$ cat config.mk
export PLATFORM = sky130hd
export DESIGN_NAME = dispatcher_n
export DESIGN_NICKNAME = d
export VERILOG_FILES = /design/src/rtl/dispatcher_pkg.sv /design/src/rtl/dispatcher_skid.sv /design/src/rtl/dispatcher_n.sv
export SDC_FILE = /design/constraint.sdc
export NUM_CORES = 1
export LEC_CHECK = 0
export CORE_MARGIN = 5
export CORE_UTILIZATION = 52
export DETAILED_ROUTE_END_ITERATION = 10
export PLACE_DENSITY = 0.94
export SLEW_MARGIN = 20
export SYNTH_ARGS = -nofsm -noshare
export SYNTH_HDL_FRONTEND = slang
export SYNTH_SLANG_ARGS = --single-unit
$ cat constraint.sdc
create_clock -name clk_line -period 8 [get_ports clk_line]
set_clock_uncertainty 0.05 [all_clocks]
set_input_delay 1.6 -clock clk_line [delete_from_list [all_inputs] [get_ports clk_line]]
set_output_delay 1.6 -clock clk_line [all_outputs]
set_load 0.02 [all_outputs]
$ cat src/rtl/dispatcher_pkg.sv
// Shared types and helpers for the dispatcher_n packet dispatcher.
//   disp_state_t : packet FSM state (IDLE / ROUTE / DROP)
//   DEST_ANY     : all-ones destination, sliced to DEST_W by the user
//   dest_valid() : true when a destination addresses an existing tile
package dispatcher_pkg;

    typedef enum logic [1:0] {IDLE, ROUTE, DROP} disp_state_t;

    localparam logic [31:0] DEST_ANY = '1;

    function automatic logic dest_valid(input logic [31:0] dest, input int unsigned n_tiles);
        return dest < n_tiles;
    endfunction

endpackage

$ cat src/rtl/dispatcher_skid.sv
// Two-entry AXI-Stream skid buffer in front of the dispatcher FSM.
//   clk, rst_n           : clock, asynchronous active-low reset
//   in_valid/in_data     : upstream beat
//   in_ready             : registered "not full"; low during reset
//   out_valid/out_data   : oldest buffered beat
//   out_pop              : consumer takes the oldest beat this cycle
module dispatcher_skid #(
    parameter int W = 37
) (
    input  logic         clk,
    input  logic         rst_n,
    input  logic         in_valid,
    input  logic [W-1:0] in_data,
    output logic         in_ready,
    output logic         out_valid,
    output logic [W-1:0] out_data,
    input  logic         out_pop
);

    logic [1:0]   cnt_q, cnt_d;
    logic [W-1:0] e0_q, e0_d, e1_q, e1_d;
    logic         rdy_q, rdy_d;
    logic         push, pop;

    assign push      = in_valid & rdy_q;
    assign pop       = out_pop & (cnt_q != 2'd0);
    assign in_ready  = rdy_q;
    assign out_valid = (cnt_q != 2'd0);
    assign out_data  = e0_q;

    // e0 is always the head; a pop shifts e1 down.
    always_comb begin
        cnt_d = cnt_q;
        e0_d  = e0_q;
        e1_d  = e1_q;
        case ({push, pop})
            2'b10: begin
                if (cnt_q == 2'd0) e0_d = in_data;
                else               e1_d = in_data;
                cnt_d = cnt_q + 2'd1;
            end
            2'b01: begin
                e0_d  = e1_q;
                cnt_d = cnt_q - 2'd1;
            end
            2'b11: begin
                if (cnt_q == 2'd1) begin
                    e0_d = in_data;
                end else begin
                    e0_d = e1_q;
                    e1_d = in_data;
                end
            end
            default: ;
        endcase
        // Ready is exact, not conservative: it reflects the occupancy after this edge.
        rdy_d = (cnt_d != 2'd2);
    end

    always_ff @(posedge clk or negedge rst_n) begin
        if (!rst_n) begin
            cnt_q <= '0;
            e0_q  <= '0;
            e1_q  <= '0;
            rdy_q <= 1'b0;
        end else begin
            cnt_q <= cnt_d;
            e0_q  <= e0_d;
            e1_q  <= e1_d;
            rdy_q <= rdy_d;
        end
    end

endmodule

$ cat src/rtl/dispatcher_n.sv
// Parametrised packet dispatcher: one AXI-Stream ingress steered per packet
// to one of N_TILES egress streams by the destination field of the head beat.
//   clk_line, clk_line_rst_low : line clock, asynchronous active-low reset
//   stream_in_packet_*         : ingress AXI-Stream (TREADY registered)
//   stream_out_packet_*        : egress; TDATA/TKEEP/TLAST broadcast, TVALID only on sel
//   drop_count                 : saturating count of dropped packets
//   busy                       : a packet is in flight (FSM not IDLE)
// Optional feature macro DISPATCH_RR_EN: all-ones destination (ANY) is sent
// round-robin; without it ANY packets are dropped.
module dispatcher_n
    import dispatcher_pkg::*;
#(
    parameter int N_TILES  = 4,
    parameter int BW       = 32,
    parameter int BWB      = 4,
    parameter int DEST_LSB = 0,
    parameter int DEST_W   = 6
) (
    input  logic                   clk_line,
    input  logic                   clk_line_rst_low,
    input  logic                   stream_in_packet_TVALID,
    input  logic [BW-1:0]          stream_in_packet_TDATA,
    input  logic [BWB-1:0]         stream_in_packet_TKEEP,
    input  logic                   stream_in_packet_TLAST,
    output logic                   stream_in_packet_TREADY,
    output logic [N_TILES-1:0]     stream_out_packet_TVALID,
    output logic [N_TILES*BW-1:0]  stream_out_packet_TDATA,
    output logic [N_TILES*BWB-1:0] stream_out_packet_TKEEP,
    output logic [N_TILES-1:0]     stream_out_packet_TLAST,
    input  logic [N_TILES-1:0]     stream_out_packet_TREADY,
    output logic [15:0]            drop_count,
    output logic                   busy
);

    localparam int SEL_W = (N_TILES > 1) ? $clog2(N_TILES) : 1;
    localparam int PW    = BW + BWB + 1;

    logic          skid_vld, skid_pop;
    logic [PW-1:0] skid_data;
    logic [BW-1:0] sk_tdata;
    logic [BWB-1:0] sk_tkeep;
    logic          sk_tlast;

    assign {sk_tlast, sk_tkeep, sk_tdata} = skid_data;

    dispatcher_skid #(.W(PW)) u_skid (
        .clk       (clk_line),
        .rst_n     (clk_line_rst_low),
        .in_valid  (stream_in_packet_TVALID),
        .in_data   ({stream_in_packet_TLAST, stream_in_packet_TKEEP, stream_in_packet_TDATA}),
        .in_ready  (stream_in_packet_TREADY),
        .out_valid (skid_vld),
        .out_data  (skid_data),
        .out_pop   (skid_pop)
    );

    disp_state_t      state_q, state_d;
    logic [SEL_W-1:0] sel_q, sel_d;
    logic             out_vld_q, out_vld_d;
    logic [BW-1:0]    out_data_q, out_data_d;
    logic [BWB-1:0]   out_keep_q, out_keep_d;
    logic             out_last_q, out_last_d;
    logic [15:0]      drop_q, drop_d;

    logic [DEST_W-1:0] dest;
    logic              out_fire, head_slot, head_route;
    logic [SEL_W-1:0]  head_sel;

    assign dest     = sk_tdata[DEST_LSB +: DEST_W];
    assign out_fire = out_vld_q & stream_out_packet_TREADY[sel_q];
    // A new head may be decided in IDLE, or in ROUTE on the very cycle the
    // current packet's last beat is taken, so back-to-back packets see no bubble.
    assign head_slot = (state_q == IDLE) | ((state_q == ROUTE) & out_fire & out_last_q);

`ifdef DISPATCH_RR_EN
    logic             any_q, any_d, head_any, rr_adv;
    logic [SEL_W-1:0] rr_q, rr_cur;

    assign rr_adv = out_fire & out_last_q & any_q;
    // Bypass the advance so a head decided in the same cycle uses the new pointer.
    assign rr_cur = !rr_adv ? rr_q :
                    (rr_q == SEL_W'(N_TILES - 1)) ? '0 : rr_q + 1'b1;
`endif

    always_comb begin
        head_route = 1'b0;
        head_sel   = '0;
`ifdef DISPATCH_RR_EN
        head_any   = 1'b0;
`endif
        if (dest_valid(32'(dest), N_TILES)) begin
            head_route = 1'b1;
            head_sel   = dest[SEL_W-1:0];
        end
`ifdef DISPATCH_RR_EN
        else if (dest == DEST_ANY[DEST_W-1:0]) begin
            head_route = 1'b1;
            head_sel   = rr_cur;
            head_any   = 1'b1;
        end
`endif
    end

    always_comb begin
        state_d    = state_q;
        sel_d      = sel_q;
        out_vld_d  = out_vld_q;
        out_data_d = out_data_q;
        out_keep_d = out_keep_q;
        out_last_d = out_last_q;
        drop_d     = drop_q;
        skid_pop   = 1'b0;
`ifdef DISPATCH_RR_EN
        any_d      = any_q;
`endif
        if (out_fire) out_vld_d = 1'b0;
        if ((state_q == ROUTE) && out_fire && out_last_q) state_d = IDLE;

        case (state_q)
            IDLE, ROUTE: begin
                if (skid_vld && head_slot) begin
                    skid_pop = 1'b1;
                    if (head_route) begin
                        out_vld_d  = 1'b1;
                        out_data_d = sk_tdata;
                        out_keep_d = sk_tkeep;
                        out_last_d = sk_tlast;
                        sel_d      = head_sel;
                        state_d    = ROUTE;
`ifdef DISPATCH_RR_EN
                        any_d      = head_any;
`endif
                    end else begin
                        drop_d  = (drop_q == 16'hFFFF) ? drop_q : drop_q + 16'd1;
                        state_d = sk_tlast ? IDLE : DROP;
                    end
                end else if (skid_vld && (state_q == ROUTE) &&
                             (!out_vld_q || (out_fire && !out_last_q))) begin
                    // Body beat; the last beat of the packet is never followed
                    // by another body pop because it blocks until taken.
                    skid_pop   = 1'b1;
                    out_vld_d  = 1'b1;
                    out_data_d = sk_tdata;
                    out_keep_d = sk_tkeep;
                    out_last_d = sk_tlast;
                end
            end
            DROP: begin
                if (skid_vld) begin
                    skid_pop = 1'b1;
                    if (sk_tlast) state_d = IDLE;
                end
            end
            default: state_d = IDLE;
        endcase
    end

    always_ff @(posedge clk_line or negedge clk_line_rst_low) begin
        if (!clk_line_rst_low) begin
            state_q    <= IDLE;
            sel_q      <= '0;
            out_vld_q  <= 1'b0;
            out_data_q <= '0;
            out_keep_q <= '0;
            out_last_q <= 1'b0;
            drop_q     <= '0;
        end else begin
            state_q    <= state_d;
            sel_q      <= sel_d;
            out_vld_q  <= out_vld_d;
            out_data_q <= out_data_d;
            out_keep_q <= out_keep_d;
            out_last_q <= out_last_d;
            drop_q     <= drop_d;
        end
    end

`ifdef DISPATCH_RR_EN
    always_ff @(posedge clk_line or negedge clk_line_rst_low) begin
        if (!clk_line_rst_low) begin
            rr_q  <= '0;
            any_q <= 1'b0;
        end else begin
            rr_q  <= rr_cur;
            any_q <= any_d;
        end
    end
`endif

    assign stream_out_packet_TVALID = out_vld_q ? (N_TILES'(1) << sel_q) : '0;
    assign stream_out_packet_TDATA  = {N_TILES{out_data_q}};
    assign stream_out_packet_TKEEP  = {N_TILES{out_keep_q}};
    assign stream_out_packet_TLAST  = {N_TILES{out_last_q}};
    assign drop_count               = drop_q;
    assign busy                     = (state_q != IDLE);

endmodule
# ---- Word-level counts from Yosys, hierarchy flattened
# Index checks and enable logic that the tools add are counted.
dict set report totals {
  word_cells 96
  inputBits 44
  ff_bits 135
}
dict set report classes {
  shifts 1
  muxes 37
  n_addsub 3
  bitwise 8
  n_reduce_logical 22
  n_eq_ne 12
  order_cmp 2
}
# cell count
set ops {}
lappend ops {{two-way mux 37 bit} 4}
lappend ops {{case mux 37 bit (3 select lines)} 1}
lappend ops {{two-way mux 32 bit} 3}
lappend ops {{case mux 37 bit (2 select lines)} 1}
lappend ops {{adder 16 x 1 -> 16 bit (second input constant)} 1}
lappend ops {{== test 16 bit (second input constant)} 1}
lappend ops {{two-way mux 4 bit} 4}
lappend ops {{two-way mux 2 bit} 7}
lappend ops {{two-way mux 1 bit} 13}
lappend ops {{AND reduction 3 bit} 3}
lappend ops {{inequality test 2 bit (second input constant)} 4}
lappend ops {{case mux 2 bit (2 select lines)} 2}
lappend ops {{nonzero test 2 bit} 4}
lappend ops {{== test 2 x 1 -> 1 bit (second input constant)} 3}
lappend ops {{== test 2 bit (second input constant)} 3}
lappend ops {{logical AND 1 bit} 6}
lappend ops {{less-than comparator 6 x 3 -> 1 bit (second input constant)} 1}
lappend ops {{bitwise AND 1 bit} 5}
lappend ops {{logical NOT 2 bit} 2}
lappend ops {{AND reduction 4 bit} 1}
lappend ops {{<< shifter 1 x 2 -> 4 bit (first input constant)} 1}
lappend ops {{less-than comparator 2 x 3 -> 1 bit (second input constant)} 1}
lappend ops {{nonzero test 3 bit} 1}
lappend ops {{adder 2 x 1 -> 2 bit (second input constant)} 1}
lappend ops {{other kinds (10)} 12}

# ---- Longest topological paths before layout
# Gate-level depths: netlist of run 1.
dict set report depth {
  word_depth 13
  mapped_depth 13
  ltp_nobuf 11
}

# ---- Cells and area by module
# From an unflattened synthesis of run 1, not the netlist that was laid out.
dict set report hier_totals {
  cells_unflattened 625
  hier_area_um2 7283.2
}
# mod instances cells_per_inst area_each_um2
set modules_own_cells {}
lappend modules_own_cells {dispatcher_skid 1 324 3751.1}
lappend modules_own_cells {dispatcher_n 1 301 3532.1}

# ---- Worst setup path before layout of run 1
# OpenSTA, ideal clock, no wires.
dict set report synth_timing {
  kind {input -> register}
  start {input port stream_out_packet_TREADY[3]}
  end {register u_skid.e1_q[10]}
  required_time_ns 7.825
  n_path_buf 4
  path_slack_ns 3.712
  path_stages 10
  setup_time_ns 0.125
  arrival_time_ns 4.113
  cell_sequence {mux4_2 > nor2b_2 > o22a_2 > buf_4 > buf_2 > ha_1 > a221o_1 > clkbuf_1 > clkbuf_1 > mux2_2}
}
dict set report synth_via {
  elab_chain_cells 13
}
# item line_no
set synth_lines {}
lappend synth_lines {{from (decl)} dispatcher_n.sv:30} ;# input logic [N_TILES-1:0] stream_out_packet_TREADY,
lappend synth_lines {{binary-select mux 1 bit (select 2 bit) (*)} dispatcher_n.sv:70} ;# assign out_fire = out_vld_q & stream_out_packet_TREADY[sel_q];
lappend synth_lines {{two-way mux 1 bit (implied by the code) (*)} dispatcher_n.sv:70}
lappend synth_lines {{bitwise AND 1 bit (*)} dispatcher_n.sv:70}
lappend synth_lines {{bitwise AND 1 bit / logical AND 1 bit (equally long branches)} {dispatcher_n.sv:73, dispatcher_n.sv:138}}
lappend synth_lines {{bitwise AND 1 bit / logical OR 1 bit (equally long branches)} {dispatcher_n.sv:73, dispatcher_n.sv:138}}
lappend synth_lines {{bitwise OR 1 bit / logical AND 1 bit (equally long branches)} {dispatcher_n.sv:73, dispatcher_n.sv:137}}
lappend synth_lines {{logical AND 1 bit / two-way mux 1 bit (equally long branches)} {dispatcher_n.sv:121, dispatcher_n.sv:137}}
lappend synth_lines {{two-way mux 1 bit (*)} dispatcher_n.sv:121} ;# if (skid_vld && head_slot) begin
lappend synth_lines {{case mux 1 bit (2 select lines) (*)} dispatcher_n.sv:119} ;# case (state_q)
lappend synth_lines {{bitwise AND 1 bit (*)} dispatcher_skid.sv:26} ;# assign pop = out_pop & (cnt_q != 2'd0);
lappend synth_lines {{== test 2 bit} dispatcher_skid.sv:36} ;# case ({push, pop})
lappend synth_lines {{inequality test 2 bit (no source line) / nonzero test 2 bit (equally long branches)} n/a}
lappend synth_lines {{AND reduction 3 bit (no source line)} n/a}
lappend synth_lines {{to (signal assigned)} dispatcher_skid.sv:64} ;# e1_q <= '0;
lappend synth_lines {{to (signal assigned)} dispatcher_skid.sv:69} ;# e1_q <= e1_d;
lappend synth_lines {{to (decl)} dispatcher_skid.sv:21} ;# logic [W-1:0] e0_q, e0_d, e1_q, e1_d;
# Mark *: on every way between the ends. The rest lies on a longest branch, timed or not. The select of a mux whose other input is x is not followed.
# A chain may end at the register's enable or synchronous reset.

# ---- Worst setup path in the final report of run 1
dict set report layout_timing {
  start {input port stream_out_packet_TREADY[3]}
  end {register u_skid.e1_q[34]}
}
# The elaborated chain is that of the path after synthesis.

==> metrics, run 1 <==
status completed; drt pass-1 iters 4; Yosys warnings 0; Post-synth EDFFs 0; drt drc 0; Max transition margin 34.0%; Cell Count, Final, Fillers Out 886; fin nets between 700 and 800; post-synthesis instance area approximately 7400 µm²; initial antenna violation count 0; Simple-Gate Fraction of Synth Area under 10%; combinational family with the most area after synthesis multiplexers; die height between 100 and 150 µm; Hold EP state_q[0]$_DFF_PN0_; top cell type's share of synthesized area 45.9%; global placer's final weighted congestion 0.770; post-synthesis compound-gate area fraction 8.24%; initial DRC count 370; Crit Path Class input pin to register; Die W 129 µm; reg-to-reg slack, setup roughly 3.9 ns; syn_nets 654; vias in the first global route 5236; Initial Utilization 53.1%; fin crit share roughly two thirds; fmax 193 MHz; CTS Buffer Depth 2; DP HPWL 11200 µm; total placed cells including tap cells roughly 860; via/cell ratio 5.57; Pwr Density 512 nW/µm²; # IOs 214; Pleak 0.00398 µW; WP data arrival 5.42 ns; CP Capture Type register; Unique masters post-synth 43; Max Cap Viol 0; fraction of layout cells with a size suffix above 1 between 20% and 30%; combinational power share roughly 55%; clock power share 16.8%; Top FF cell, synth dfrtp_1; Critical R2R Launch sel_q[0]$_DFFE_PN0P_; htree depth 4; ANT nets after route 0; Worst Tran Pin Value 0.990 ns; Core Footprint 13900 µm²; post-synthesis xor/xnor area fraction 1.78%; via count 4934; Worst R2R End u_skid.e1_q[34]$_DFFE_PN0P_; port bufs 213; hold path start state_q[1]$_DFF_PN0_; Worst Reg2Reg Path Length in Cells 8; Fin Setup TNS 0 ns; syn_area_per_cell 12.2 µm²; HP Class register to register; adder-cell share of the synthesized area under 10%; Seq cells post-synth 135; # setup viols final 0; RSZ-0062 raised after global routing false; antenna fix cells 0; Reg power frac 27.8%; clock insertion delay at the later pin of the skew report 0.42 ns; fin crit period 5.17 ns; Row Count 43; synth top area cells dfrtp_1, mux2_2, buf_4; multiplexer share of the synthesized area 24.5%; routing usage on met3 4.86%; clock root buffer clkbuf_16; CTS sink count ~140; total global-route track usage 19.9%; CTS Buf Count 17; Post-CTS Setup Repair Bufs 0; P_int 2890 µW; Worst Path Required 8.24 ns; first-pass GRT wire length approximately 26000 µm; # hold bufs at CTS 0; Reg clk slew, reported paths 0.05 ns; CP max stage delay 0.82 ns; Cells on Worst Hold Path 1; grt met1 use 23.1%; fillers 945; Final Routed Wirelength around 16000 µm; element type at the critical path start input pin; largest area contributor in the netlist dfrtp_1; area grow syn2layout 26.9%; CTS resizes 0; GRT Max-Usage Layer met2; async set-reset flop share out of synthesis 100%; critical path cell sequence clkdlybuf4s50_1 > mux4_2 > nor2b_2 > o22a_2 > buf_4 > inv_1 > ha_2 > a221o_2 > mux2_2; switching share of total power 39.6%; P_sw 1890 µW; sequential area share after synthesis 45.9%; die footprint roughly 17000 µm²; Gate Count Post-Synth 604; Max Slew Vio Count 0; routed len/inst approximately 18 µm; met2 global-route usage 34.2%; critical path peak fanout 76; CP max-delay cell a221o_2; CTS tree yes; largest net degree at the start of global routing 87; final hold violations 0; worst-case vdd ir drop about 240 µV; total power 4780 µW; grt ovf 0
## worst max-delay path, delay by kind of cell
kind                       cells  cell delay (ns)
buffers and inverters          3             1.18
AOI/OAI and AO/OA              2             1.00
muxes                          2             0.88
and+or+nand+nor                1             0.23
adders and majority gates      1             0.48
## synthesized netlist by cell type, drive strengths merged, types with 2 or more instances
| master | count |
|---|---|
| dfrtp | 135 |
| buf | 126 |
| mux2 | 113 |
| mux2i | 40 |
| a21oi | 39 |
| a221oi | 36 |
| clkbuf | 19 |
| nand2 | 15 |
| xnor2 | 13 |
| nand4 | 9 |
| nor2 | 8 |
| inv | 7 |
| nand3 | 7 |
| ha | 6 |
| nor4 | 4 |
| and3 | 3 |
| nor2b | 2 |
| nor3 | 2 |
| o21ai | 2 |
| or2 | 2 |
| xor2 | 2 |
## sequential cells by signal (all words and copies together), names as in the netlist
name and count:
u_skid.cnt_q 2, sel_q 2, out_vld_q 1, u_skid.out_data 37, state_q 2, u_skid.in_ready 1, drop_count 16, out_last_q 1
out_data_q 32, out_keep_q 4, u_skid.e1_q 37
## cell families after synthesis
| kind of cell | Yosys count |
|---|---|
| DFF | 135 |
| adders and majority gates | 6 |
| AOI/OAI and AO/OA | 85 |
| muxes | 154 |
| xor gates and xnor gates | 15 |
| buffers and inverters | 152 |
| and+or+nand+nor | 57 |
## cell usage in the layout (no fill, tap or decap), drive strengths merged, types with 2 or more instances in the layout
master,n
clkdlybuf4s50,212
dfrtp,135
mux2,113
mux2i,40
a21oi,39
a221oi,36
clkbuf,21
nand2,15
xnor2,13
nand4,9
nor2,8
inv,7
nand3,7
ha,6
clkinv,5
bufinv,4
nor4,4
buf,4
and3,3
or2,2
o21ai,2
nor3,2
xor2,2
nor2b,2
## power groups by stage
stage | registers [µW] | clock network, µW | logic (µW)
6_report | 1330 | 804 | 2650
3_3_place_gp | 1300 | 0 | 2570
5_1_grt | 1380 | 850 | 2820
2_1_floorplan | 1380 | 0 | 1930
4_1_cts | 1330 | 818 | 2680
3_5_place_dp | 1340 | 0 | 2670
## metrics by stage
stage	util (%)	hold slack, ns	cell area, µm²	worst slack (ns)
global placement	62.9	0.378	8740	2.56
finish	67.3	0.421	9350	2.83
global route	67.3	0.452	9350	2.62
CTS	67.3	0.418	9340	2.83
floorplan	-	0.367	7360	3.71
detailed placement	63.0	0.402	8740	2.40
## worst max path at each step
stage	start	endpoint	slack (ns)	cells past startpoint
after floorplan	stream_out_packet_TREADY[3]	u_skid.e1_q[10]$_DFFE_PN0P_	3.71	10
after global placement	stream_out_packet_TREADY[3]	u_skid.e1_q[9]$_DFFE_PN0P_	2.56	9
after detailed placement	stream_out_packet_TREADY[2]	u_skid.e1_q[1]$_DFFE_PN0P_	2.40	9
after CTS	stream_out_packet_TREADY[2]	u_skid.e1_q[1]$_DFFE_PN0P_	2.83	9
after global routing	stream_out_packet_TREADY[3]	u_skid.e1_q[1]$_DFFE_PN0P_	2.62	9
final	stream_out_packet_TREADY[3]	u_skid.e1_q[34]$_DFFE_PN0P_	2.83	9
## layer usage
metal	vias to the layer above	wire length, µm
li1	2253	-
met1	2436	6390
met2	205	8560
met3	40	897
met4	0	451
met5	-	0
## layout make-up
class | instances | area [µm²] | share of cell area [%]
well taps | 180 | 225 | 2.41
clock inverters | 10 | 153 | 1.63
multi-input cells | 317 | 2960 | 31.6
inverters | 7 | 26.3 | 0.281
repair buffers | 216 | 2160 | 23.1
flip-flops and latches | 135 | 3380 | 36.1
clock buffers | 21 | 450 | 4.82
(Power assumes the default switching activity.)
==> run 2: changes to the inputs <==
--- a/config.mk
+++ b/config.mk
@@ -6,9 +6,9 @@
 export NUM_CORES = 1
 export LEC_CHECK = 0
 export CORE_MARGIN = 5
-export CORE_UTILIZATION = 52
+export CORE_UTILIZATION = 48
 export DETAILED_ROUTE_END_ITERATION = 10
-export PLACE_DENSITY = 0.94
+export PLACE_DENSITY = 0.88
 export SLEW_MARGIN = 20
 export SYNTH_ARGS = -nofsm -noshare
 export SYNTH_HDL_FRONTEND = slang
==> constraint.sdc (replaced) <==
create_clock -name clk_line -period 5 [get_ports clk_line]
set_clock_uncertainty 0.05 [all_clocks]
set_input_delay 1 -clock clk_line [delete_from_list [all_inputs] [get_ports clk_line]]
set_output_delay 1 -clock clk_line [all_outputs]
set_load 0.02 [all_outputs]
==> run 2 against run 1 <==
Net effect: hold slack worse by 0.0059 ns; clock-buffer cell count is 4 higher; sequential share of layout area is 0.24 points higher; routed wire length is 3.0% higher; final area is 0.66% lower; largest power group unchanged; non-clock buffer count is 1 higher; global-route usage is 0.74 points lower; combinational power is 61% higher; power is 57% higher; flip-flop and latch count stayed put; utilization is 6.0 points lower.
==> metrics, run 2 (synthesis gave the netlist of run 1 again) <==
port bufs 213 (unchanged); WP data arrival 4.19 ns (-1.23 ns); hold slack 0.415 ns (-0.00593 ns); Final Routed Wirelength 16800 µm (+3.0%); total global-route track usage 19.1% (-0.74 points); Initial Utilization 48.6% (-4.4 points); Finished Cell Area 9290 µm² (-0.66%); Die W 134 µm (+3.8%); critical path cell sequence clkdlybuf4s50_1 > mux4_2 > nor2b_2 > o22a_2 > ha_1 > a221o_2 > mux2_2; CP delay by family, top compound AO/OA/AOI/OAI gates; CTS resizes 0 (unchanged); routed len/inst 18.8 µm (+2.2%); Post-CTS Setup Repair Bufs 0 (unchanged); Max Slew Vio Count 0 (unchanged); Top Layer Used met4; fraction of layout cells with a size suffix above 1 22.6% (-0.11 points); via/cell ratio 5.53 (-0.66%); critical path peak fanout 37 (-51%); drt pass-1 iters 5 (+1); Reg clk slew, reported paths 0.05 ns (about the same); fin crit period 3.94 ns; commonest cells after routing, fill and taps aside clkdlybuf4s50_1, dfrtp_1, mux2_2, mux2i_1, a21oi_1; CTS Buffer Depth 2 (unchanged); largest net degree at the start of global routing 110 (+26%); WL met2 8770 µm (+2.5%); CP Capture Type register; Pleak 0.00395 µW (-0.67%); global placer's final weighted congestion 0.808 (+4.9%); setup slack after layout 1.06 ns (-1.77 ns); clock insertion delay at the later pin of the skew report 0.42 ns (about the same); Max transition margin 34.2% (+0.21 points); fin crit share 78.9%; initial antenna violation count 0 (unchanged); commonest non-fill, non-tap cell in the layout clkdlybuf4s50_1; CTS tree yes; Met1 Wirelength 6930 µm (+8.5%); Fin Setup TNS 0 ns (unchanged); HP Class register to register; CTS sink count 135 (unchanged); Pwr Density 809 nW/µm² (+58%); fmax ~250 MHz; Crit Path Class input pin to register; met3 wire len 724 µm (-19%); RSZ-0062 raised after global routing false; die height 134 µm (+3.8%); clock root buffer clkbuf_16; Max Cap Viol 0 (unchanged); final hold violations 0 (unchanged); Core Footprint 15100 µm² (+9.1%); first-pass GRT wire length 27400 µm (+4.1%); die footprint 17900 µm² (+7.7%); via count 4940 (+0.12%); DP HPWL 11300 µm (+0.60%); vias in the first global route 5182 (-1.0%); Worst Path Required 5.25 ns (-2.99 ns); Row Count 45 (+4.7%); drt drc 0 (unchanged); fin nets 745 (+0.13%); grt ovf 0 (unchanged); # hold bufs at CTS 0 (unchanged); CP max stage delay 0.81 ns (about the same); pre-CTS setup slack 0.665 ns (-1.73 ns); Worst Tran Pin Value 0.987 ns (-0.00318 ns); area grow syn2layout 26.1%; # IOs 214 (unchanged); worst-case vdd ir drop 339 µV (+43%); CP max-delay cell a221o_2; Worst Path Buf+Inv 1 (-2); CTS Buf Count 17 (unchanged); htree depth 4 (unchanged); antenna fix cells 0 (unchanged); # setup viols final 0 (unchanged); fillers 1131 (+20%); ANT nets after route 0 (unchanged); FF+latch area 3380 µm² (unchanged); Multi-input gate area 2960 µm² (unchanged); DP Area 8760 µm² (+0.20%); status completed; initial DRC count 245 (-34%); element type at the critical path start input pin
## run 2: power breakdown
| part | internal (µW) | total [µW] | switching (µW) |
|---|---|---|---|
| Clock | 687 | 1120 | 431 |
| Sequential | 1640 | 2140 | 498 |
| Combinational | 2150 | 4260 | 2110 |
| Total | 4470 | 7510 | 3040 |
## run 2: routing by layer
metal / track usage, % / up-vias
met1: 23.2 / 2496
met3: 4.20 / 29
met5: 0 / -
li1: - / 2248
met4: 8.46 / 0
met2: 32.8 / 167
## run 2: path summary, 6_finish.rpt
kind                                              from                           to  slack (ns)  depth (start not counted)
max in group asynchronous             clk_line_rst_low   u_skid.e1_q[9]$_DFFE_PN0P_        3.34                          2
min in group asynchronous             clk_line_rst_low    out_keep_q[0]$_DFFE_PN0P_        0.64                          1
max reg2reg                       sel_q[0]$_DFFE_PN0P_  u_skid.e1_q[11]$_DFFE_PN0P_        1.53                          6
max                        stream_out_packet_TREADY[3]  u_skid.e1_q[11]$_DFFE_PN0P_        1.06                          7
min reg2reg                       state_q[1]$_DFF_PN0_         state_q[0]$_DFF_PN0_        0.42                          1
min                               state_q[1]$_DFF_PN0_         state_q[0]$_DFF_PN0_        0.42                          1
## run 2: worst reg2reg max path: stages, from the launching register on
cell and delay [ns]:
dfrtp_1 0.48, mux4_2 0.55, nor2b_2 0.24, o22a_2 0.49, ha_1 0.30, a221o_2 0.81
mux2_2 0.44
## run 2: final cells by class
class | count | area share, %
Sequential cell | 135 | 36.4
Multi-Input combinational cell | 317 | 31.8
Timing Repair Buffer | 217 | 23.3
Inverter | 7 | 0.283
Tap cell | 188 | 2.53
Clock inverter | 4 | 0.216
Clock buffer | 25 | 5.44
## run 2: per-stage QoR
stage	utilization, %	instances	total power (µW)
after global placement	57.8	864	6220
after CTS	61.3	893	7570
final	61.3	893	7510
after detailed placement	57.8	864	6410
after global routing	61.3	893	7950
after floorplan	-	604	5300
